===== src/rtl/serial_add.sv =====
// Bit-serial ripple adder: one full-add stage plus a carry flop, LSB first, WIDTH cycles per operation.
// Define SERIAL_ADD_SUB_EN to add the sub port and a full-subtract stage with a borrow flop.
module serial_add #(
  parameter int WIDTH = 8
) (
  input  logic             clk,
  input  logic             rst_n,
  input  logic             start,
  input  logic [WIDTH-1:0] a,
  input  logic [WIDTH-1:0] b,
  input  logic             cin,
`ifdef SERIAL_ADD_SUB_EN
  input  logic             sub,
`endif
  output logic             busy,
  output logic             done,
  output logic [WIDTH-1:0] sum,
  output logic             cout
);

  localparam int CNT_W = (WIDTH > 2) ? $clog2(WIDTH) : 1;
  localparam logic [CNT_W-1:0] LAST_BIT = CNT_W'(WIDTH - 1);

  typedef enum logic [1:0] {
    IDLE = 2'd0,
    RUN  = 2'd1,
    DONE = 2'd2
  } state_e;

  state_e           state_q, state_d;
  logic [WIDTH-1:0] a_sh_q, a_sh_d;
  logic [WIDTH-1:0] b_sh_q, b_sh_d;
  logic [WIDTH-1:0] res_q, res_d;
  logic [WIDTH-1:0] sum_q, sum_d;
  logic [CNT_W-1:0] cnt_q, cnt_d;
  logic             carry_q, carry_d;
  logic             cout_q, cout_d;
  logic             accept;
  logic             bit_a, bit_b;
  logic             s_bit;
  logic             c_add;
  logic             c_next;
`ifdef SERIAL_ADD_SUB_EN
  logic             sub_q, sub_d;
  logic             c_sub;
`endif

  // Single-bit stage: the sum/difference bit is the same XOR for both modes.
  always_comb begin
    bit_a = a_sh_q[0];
    bit_b = b_sh_q[0];
    s_bit = bit_a ^ bit_b ^ carry_q;
    c_add = (bit_a & bit_b) | (bit_a & carry_q) | (bit_b & carry_q);
`ifdef SERIAL_ADD_SUB_EN
    c_sub  = (~bit_a & carry_q) | (~bit_a & bit_b) | (bit_b & carry_q);
    c_next = sub_q ? c_sub : c_add;
`else
    c_next = c_add;
`endif
  end

  always_comb begin
    // NOTE: every signal gets its hold value first so no path through the case leaves one unassigned (no latches).
    state_d = state_q;
    a_sh_d  = a_sh_q;
    b_sh_d  = b_sh_q;
    res_d   = res_q;
    sum_d   = sum_q;
    cnt_d   = cnt_q;
    carry_d = carry_q;
    cout_d  = cout_q;
    accept  = 1'b0;
`ifdef SERIAL_ADD_SUB_EN
    sub_d   = sub_q;
`endif

    unique case (state_q)
      IDLE: begin
        if (start) begin
          accept  = 1'b1;
          state_d = RUN;
        end
      end
      RUN: begin
        a_sh_d  = {1'b0, a_sh_q[WIDTH-1:1]};
        b_sh_d  = {1'b0, b_sh_q[WIDTH-1:1]};
        res_d   = {s_bit, res_q[WIDTH-1:1]};
        carry_d = c_next;
        cnt_d   = cnt_q + CNT_W'(1);
        if (cnt_q == LAST_BIT) begin
          sum_d   = res_d;
          cout_d  = c_next;
          cnt_d   = '0;
          state_d = DONE;
        end
      end
      DONE: begin
        // Back-to-back: a start seen during the done pulse is accepted immediately.
        if (start) begin
          accept  = 1'b1;
          state_d = RUN;
        end else begin
          state_d = IDLE;
        end
      end
      default: state_d = IDLE;
    endcase

    if (accept) begin
      a_sh_d  = a;
      b_sh_d  = b;
      carry_d = cin;
      res_d   = '0;
      cnt_d   = '0;
`ifdef SERIAL_ADD_SUB_EN
      sub_d   = sub;
`endif
    end
  end

  always_ff @(posedge clk or negedge rst_n) begin
    if (!rst_n) begin
      state_q <= IDLE;
      a_sh_q  <= '0;
      b_sh_q  <= '0;
      res_q   <= '0;
      sum_q   <= '0;
      cnt_q   <= '0;
      carry_q <= 1'b0;
      cout_q  <= 1'b0;
`ifdef SERIAL_ADD_SUB_EN
      sub_q   <= 1'b0;
`endif
    end else begin
      // NOTE: non-blocking assignments so every flop samples the pre-edge values computed above.
      state_q <= state_d;
      a_sh_q  <= a_sh_d;
      b_sh_q  <= b_sh_d;
      res_q   <= res_d;
      sum_q   <= sum_d;
      cnt_q   <= cnt_d;
      carry_q <= carry_d;
      cout_q  <= cout_d;
`ifdef SERIAL_ADD_SUB_EN
      sub_q   <= sub_d;
`endif
    end
  end

  assign busy = (state_q == RUN);
  assign done = (state_q == DONE);
  assign sum  = sum_q;
  assign cout = cout_q;

endmodule


===== config.mk =====
export PLATFORM = sky130hd
export DESIGN_NAME = serial_add
export DESIGN_NICKNAME = d
export VERILOG_FILES = /design/src/rtl/serial_add.sv
export SDC_FILE = /design/constraint.sdc
export NUM_CORES = 1
export LEC_CHECK = 0
export CORE_MARGIN = 1.5
export CORE_UTILIZATION = 55
export CTS_CLUSTER_DIAMETER = 50
export CTS_CLUSTER_SIZE = 14
export DETAILED_ROUTE_END_ITERATION = 10
export PLACE_DENSITY = 0.89
export SLEW_MARGIN = 20
export SYNTH_ARGS = -nofsm -noshare
export SYNTH_HDL_FRONTEND = slang
export SYNTH_SLANG_ARGS = --single-unit

===== constraint.sdc =====
create_clock -name clk -period 4.1 [get_ports clk]
set_clock_uncertainty 0.2 [all_clocks]
set_input_delay 1.025 -clock clk [delete_from_list [all_inputs] [get_ports clk]]
set_output_delay 1.025 -clock clk [all_outputs]
set_load 0.02 [all_outputs]

Word level (Yosys, flattened, before mapping)
Index checks and enable logic that the tools add are counted.
Cells by class
  eq/ne operators: 5
  reductions and logical operators: 5
  bitwise logic cells: 7
  add/subtract/negate cells: 1
  multiplexer cells: 17
Operator list (count)
  $mux W8: 6
  $mux W3: 3
  $pmux W2 S3: 1
  $mux W1: 5
  $mux W2: 2
  $reduce_and A2 Y1: 2
  $add A3 B1 Y3 const B: 1
  $and A1 B1 Y1: 3
  $eq A3 B3 Y1 const B: 1
  $eq A2 B1 Y1 const B: 1
  $eq A2 B2 Y1 const B: 1
  $logic_not A2 Y1: 1
  $ne A2 B1 Y1 const B: 1
  $ne A2 B2 Y1 const B: 1
  $or A1 B1 Y1: 2
  $reduce_bool A2 Y1: 1
  $reduce_or A2 Y1: 1
  $xor A1 B1 Y1: 2
Storage, ports and cells
  word-level logic and storage cells: 43
  input port bits: 20
  register bits after elaboration: 39
  output and inout bits: 11

Depth between registers and ports, before layout
Gate-level depths: netlist of run 1.
  depth after elaboration: 5
  gate-level depth with buffers: 5
  mapped depth without buffers: 4

Least setup slack after synthesis of run 1
Ideal clock, no wire load.
  path kind: register -> output
  start: reg state_q[0]
  end: out done
  data arrival time: 1.022 ns
  required time: 2.875 ns
  buffers on the path: 2
  cell stages (with the launch flop): 4
  path slack: 1.853 ns
  path through: dfrtp_1 buf_4 clkbuf_1 nor2b_1
Between the ends
  longest elaborated chain between the ends: 1
RTL lines
  start: declaration: line 30  | state_e state_q, state_d;
  start signal: assignment: line 136  | state_q <= state_d;
  $eq A2 B2 Y1: line 151  | assign done = (state_q == DONE);
  end: declaration: line 16  | output logic done,
No other way between the ends.

Worst setup path after layout of run 1
  start: reg state_q[0]
  end: out busy
Between the ends
  longest elaborated chain between the ends: 1
RTL lines
  $eq A2 B1 Y1: line 150  | assign busy = (state_q == RUN);
  end: declaration: line 15  | output logic busy,
No other way between the ends.

==> results.md, run 1 <==
* Post-CTS setup buffers at 0
* CP endpoint kind: output port
* Die Y at 58.4 µm
* Clock sink count at 38
* Largest cells by area after synthesis: dfrtp_1 56%, mux2_4 8.0%, a22o_1 5.7%
* Post-Route Setup TNS at 0 ns
* Ys Warns at 0
* Via count at 1,127
* Cells after synthesis at 133
* First-pass GRT wire length at 5210 µm
* Psw at 0.000525 W
* Die area at 0.00342 mm²
* RD Place Congestion at 0.750
* H-tree levels at 2
* Antenna viol nets, final at 0
* Worst-skew pair later-pin latency at 0.34 ns
* Post-synth top area cell: dfrtp_1
* Die X at 58.4 µm
* RSZ-0062 raised after global routing: no
* Core area at 0.00283 mm²
* Critical Path RT at 2.87 ns
* Register share of total power at 0.460
* Syn Nets at 156
* Tcrit/Tclk final at 0.799
* Startpoint types: register
* Cell area after synthesis at 0.00169 mm²
* Antenna fix cells at 0
* Library cells used by synthesis at 24
* Hpwl dp at 2110 µm
* Initial antenna violation count at 0
* Initial core utilization at 0.598
* GRT Util Overall at 0.206
* CTS hold repair buffers at 0
* PD cells at 719 mW/mm²
* Post-CTS sizing at 0
* Port-buffer cells at 30
* Largest stage delay, worst path at 0.72 ns
* Post-synth ARST share at 1.00
* Cell row count at 19
* Top-count cell post-synth: dfrtp_1
* Sw frac at 0.358
* CTS tree: done
* Crit Path Class: reg2out
* Int Power at 0.000939 W
* Clock power frac at 0.120
* Seq/Total Area, Yosys at 0.563
* # IOs at 31
* CP Cell Sequence: nand2b_4 > clkinv_4 > clkdlybuf4s50_1
* Post-synth EDFFs at 0
* Setup violators final at 0
* Routed WL per cell at 15.4 µm
* Routed Wire Length at 2980 µm
* Area growth, synth to finish at 20.4%
* Cts bufs inserted at 5
* Slowest-stage cell, CP: dfrtp_1
* Vias per inst at 5.81
* Mapped Avg Cell Area at 12.7 µm²
* Area share of the largest cell type after synthesis at 0.563
* Vias in the first global route at 1,152
* Comb power frac at 0.419
* Synth Flop Type: dfrtp_1
* Relative slew slack at 0.577
* Critical Path AT at 2.05 ns
* Worst Max-Slew Pin Slew at 0.634 ns
* Fin. Hold Viols at 0
* VDD IR max at 0.369 mV
* Clk root buf: clkbuf_4
* First-pass detailed-route iteration total at 4
* 1st-iter DRT viols at 31
* Status: completed
* Hold Crit Class: reg2reg
* Commonest cells post-synth: 38 x dfrtp_1, 15 x a21oi_1, 11 x a22o_1, 11 x inv_1, 10 x o22ai_1
* Worst-path fanout max at 18
* Pins Over Slew Limit at 0
* Fin nets at 186
* Power Total at 0.00146 W
* Synth Register Bits at 38
* Max-cap viol count at 0
* Fmax at 305 MHz
* Largest net degree at the start of global routing at 39
* Fraction of layout cells with a size suffix above 1 at 0.135
* Pleak at 0.935 nW
* Clock transition at path regs at 0.10 ns
* DRC Markers at 0
* CTS max path bufs at 2
* GRT overflow at 0
* Final min period at 3.28 ns
[worst max-delay path: cells and delay by family, from the launching register on]
family | cells | cell delay [ns]
buffers and inverters | 2 | 0.77
flip-flops | 1 | 0.72
AND/OR/NAND/NOR | 1 | 0.22
[placed cells by master, fill, tap and decap left out, drive strengths merged]
cell type,synthesis,routed
fa,1,1
nor2b,7,7
a21o,1,1
clkbuf,1,7
clkdlybuf4s50,0,30
mux2i,5,5
mux2,12,12
ha,2,2
a211oi,5,5
nor2,2,2
inv,11,11
o21ai,1,1
nand2,1,1
nand2b,2,2
buf,7,1
clkinv,1,1
a21oi,15,15
dfrtp,38,38
a22o,11,11
o22ai,10,10
[kinds of logic (layout without fill, tap and decap cells)]
family / Yosys count / count (layout) / share of synthesized area
AO/OA/AOI/OAI: 43 / 43 / 0.168
adder cells (fa/ha/maj): 3 / 3 / 0.0266
buffers and inverters: 20 / 50 / 0.0577
flip-flops: 38 / 38 / 0.563
multiplexers: 17 / 17 / 0.130
AND/OR/NAND/NOR: 12 / 12 / 0.0555
[power groups by stage]
| stage | Sequential (W) | Clock [W] | Combinational [W] |
|---|---|---|---|
| 4_1_cts | 0.000674 | 0.000180 | 0.000621 |
| 3_3_place_gp | 0.000669 | 0 | 0.000592 |
| 5_1_grt | 0.000698 | 0.000194 | 0.000684 |
| 2_1_floorplan | 0.000674 | 0 | 0.000433 |
| 6_report | 0.000674 | 0.000176 | 0.000613 |
| 3_5_place_dp | 0.000682 | 0 | 0.000618 |
[sequential cells by signal (all words and copies together), names as in the netlist]
register / count
carry_q: 1
cnt_q: 3
cout: 1
a_sh_q: 8
res_q: 7
state_q: 2
sum: 8
b_sh_q: 8
[metal layers]
| metal | vias to the layer above | global-route usage | wire length, µm |
|---|---|---|---|
| li1 | 538 | - | - |
| met1 | 552 | 0.254 | 1290 |
| met2 | 30 | 0.343 | 1490 |
| met3 | 7 | 0.0462 | 137 |
| met4 | 0 | 0.0997 | 61 |
| met5 | - | 0 | 0 |
[area by class of cell]
type	count	area [µm²]
clock buffer	7	45.0
fill	231	795
inverter	12	50.0
multi-input combinational	75	642
sequential	38	951
tap	31	38.8
timing repair buffer	31	308
[path summary, 6_finish.rpt]
path	startpoint	endpoint	slack, ns	cells after the start
worst max-delay path	state_q[0]	busy	0.82	3
worst min-delay path	b_sh_q[3]	b_sh_q[3]	0.32	2
worst max register to register	state_q[0]	cnt_q[0]	2.21	3
worst min register to register	b_sh_q[3]	b_sh_q[3]	0.32	2
max in group asynchronous	rst_n	b_sh_q[6]	2.47	2
min in group asynchronous	rst_n	cout	0.91	2
[per-stage QoR]
step / instance area [µm²] / hold WS, ns / util / setup WS [ns] / std cells
global placement: 1990 / 0.293 / 0.703 / 1.21 / 187
detailed placement: 1990 / 0.283 / 0.703 / 1.15 / 187
global route: 2030 / 0.334 / 0.719 / 0.712 / 194
finish: 2030 / 0.322 / 0.719 / 0.824 / 194
floorplan: 1690 / 0.265 / - / 1.85 / 133
CTS: 2030 / 0.324 / 0.719 / 0.828 / 194
Power figures use the tool's default switching activity.
==> run 2, diff against run 1 <==
--- a/config.mk
+++ b/config.mk
@@ -6,11 +6,11 @@
 export NUM_CORES = 1
 export LEC_CHECK = 0
 export CORE_MARGIN = 1.5
-export CORE_UTILIZATION = 55
+export CORE_UTILIZATION = 51
 export CTS_CLUSTER_DIAMETER = 50
 export CTS_CLUSTER_SIZE = 14
 export DETAILED_ROUTE_END_ITERATION = 10
-export PLACE_DENSITY = 0.89
+export PLACE_DENSITY = 0.84
 export SLEW_MARGIN = 20
 export SYNTH_ARGS = -nofsm -noshare
 export SYNTH_HDL_FRONTEND = slang
==> constraint.sdc (replaced) <==
create_clock -name clk -period 3.2 [get_ports clk]
set_clock_uncertainty 0.2 [all_clocks]
set_input_delay 0.8 -clock clk [delete_from_list [all_inputs] [get_ports clk]]
set_output_delay 0.8 -clock clk [all_outputs]
set_load 0.02 [all_outputs]
==> results.md, run 2 (synthesis results as in run 1) <==
* First-pass detailed-route iteration total at 4 (unchanged)
* Routed WL per cell at 14.9 µm (-2.9%)
* Post-route setup slack at 0.394 ns (-0.430 ns)
* Clk root buf: clkbuf_4
* Largest net degree at the start of global routing at 39 (unchanged)
* VDD IR max at 0.407 mV (+10%)
* Post-Route Setup TNS at 0 ns (unchanged)
* Vias per inst at 5.33 (-8.2%)
* Slowest-stage cell, CP: clkdlybuf4s50_1
* Fin. Hold Viols at 0 (unchanged)
* Fmax at 356 MHz
* Vias in the first global route at 1,183 (+2.7%)
* PD cells at 920 mW/mm² (+28%)
* Critical Path RT at 2.20 ns (-0.67 ns)
* CP Cell Sequence: buf_4 > nand2b_4 > clkinv_4 > clkdlybuf4s50_1
* Int Power at 0.00121 W (+29%)
* Comb power frac at 0.442 (+0.023)
* Startpoint types: register
* Fin nets at 188 (+1.1%)
* Post-CTS setup buffers at 0 (unchanged)
* Worst-skew pair later-pin latency at 0.34 ns (about the same)
* Post-CTS sizing at 0 (unchanged)
* Worst-path fanout max at 18 (unchanged)
* 1st-iter DRT viols at 23 (-26%)
* CTS hold repair buffers at 0 (unchanged)
* Psw at 0.000687 W (+31%)
* First-pass GRT wire length at 5310 µm (+2.0%)
* RD Place Congestion at 0.769 (+2.5%)
* Setup Slack @ Placement at 0.472 ns (-0.677 ns)
* Crit Path Class: reg2out
* Area growth, synth to finish at 22.2%
* GRT Util Overall at 0.201 (-0.00506)
* Hold_sp: sum[1]
* DRC Markers at 0 (unchanged)
* Clock power frac at 0.118 (-0.002)
* Hold slack at 0.321 ns (-0.000943 ns)
* CTS tree: done
* Commonest cells after routing, fill and taps aside: 38 x dfrtp_1, 30 x clkdlybuf4s50_1, 15 x a21oi_1
* RSZ-0062 raised after global routing: no
* Cell row count at 20 (+1)
* CP endpoint kind: output port
* GRT overflow at 0 (unchanged)
* Relative slew slack at 0.601 (+0.0242)
* H-tree levels at 2 (unchanged)
* Initial core utilization at 0.545 (-0.0528)
* Hold Crit Class: reg2reg
* Routed Wire Length at 3120 µm (+4.7%)
* Critical Path AT at 1.81 ns (-0.24 ns)
* Register Area at 951 µm² (unchanged)
* Clock sink count at 38 (unchanged)
* Setup crit start: state_q[0]
* Sw frac at 0.362 (+0.00304)
* Pins Over Slew Limit at 0 (unchanged)
* Die area at 0.00367 mm² (+7.4%)
* Via count at 1,115 (-1.1%)
* FILL cells at 260 (+13%)
* CTS max path bufs at 2 (unchanged)
* Pleak at 0.945 nW (+1.1%)
* Die Y at 60.6 µm (+3.6%)
* Fraction of layout cells with a size suffix above 1 at 0.145 (+0.0105)
* Hpwl dp at 2280 µm (+7.9%)
* Die X at 60.6 µm (+3.6%)
* Antenna fix cells at 0 (unchanged)
* Largest stage delay, worst path at 0.62 ns (-0.10 ns)
* # IOs at 31 (unchanged)
* Port-buffer cells at 30 (unchanged)
* Status: completed
* Footprint of the multi-input gates at 642 µm² (unchanged)
* Clock transition at path regs at 0.10 ns (about the same)
* Cts bufs inserted at 5 (unchanged)
* Reg2reg start: state_q[0]
* Final min period at 2.81 ns
* Register share of total power at 0.440 (-0.020)
* Antenna viol nets, final at 0 (unchanged)
* Worst Max-Slew Pin Slew at 0.598 ns (-0.0363 ns)
* Tcrit/Tclk final at 0.877
* Most common cell after layout, fill and taps aside: dfrtp_1
* Max-cap viol count at 0 (unchanged)
* Initial antenna violation count at 0 (unchanged)
* Setup violators final at 0 (unchanged)
* Core area at 0.00310 mm² (+9.7%)
[run 2: changes by cell type in the layout (fill, tap and decap cells not counted)]
cell and delta:
buf_4 +2
[run 2: path summary, 6_finish.rpt]
path	to	slack (ns)	cells after the start
max in group asynchronous	a_sh_q[5]	1.81	2
worst min register to register	sum[1]	0.32	1
min in group asynchronous	sum[7]	0.67	2
worst max register to register	cnt_q[0]	1.47	4
worst min-delay path	sum[1]	0.32	1
worst max-delay path	busy	0.39	4
[run 2: power groups by stage]
stage / logic (W) / registers (W) / clock network [W]
after CTS: 0.000851 / 0.000837 / 0.000234
final: 0.000841 / 0.000836 / 0.000224
after global routing: 0.000938 / 0.000864 / 0.000254
after global placement: 0.000803 / 0.000828 / 0
after detailed placement: 0.000847 / 0.000848 / 0
after floorplan: 0.000555 / 0.000863 / 0
[run 2: area by class of cell]
cell class | count | share of cell area
timing repair buffer | 33 | 0.156
clock buffer | 7 | 0.0218
sequential | 38 | 0.460
multi-input combinational | 75 | 0.311
tap | 44 | 0.0267
inverter | 12 | 0.0242
[run 2: worst max-delay path, delay by kind of cell (launching register included)]
family                 cells  cell delay [ns]
flip-flops                 1             0.34
buffers and inverters      3             0.97
AND/OR/NAND/NOR            1             0.16
[run 2: layer usage]
layer / GRT usage / up-vias / share of wire
met5: 0 / - / 0
met2: 0.349 / 31 / 0.50
met1: 0.238 / 542 / 0.43
met3: 0.0576 / 8 / 0.051
li1: - / 534 / -
met4: 0.0745 / 0 / 0.015
[run 2: through the flow]
step           area (µm²)  cells  power [W]  utilization
3_3_place_gp         2020    202    0.00163        0.651
4_1_cts              2070    209    0.00192        0.666
3_5_place_dp         2020    202    0.00170        0.651
2_1_floorplan        1690    133    0.00142            -
6_report             2070    209    0.00190        0.666
5_1_grt              2070    209    0.00206        0.666
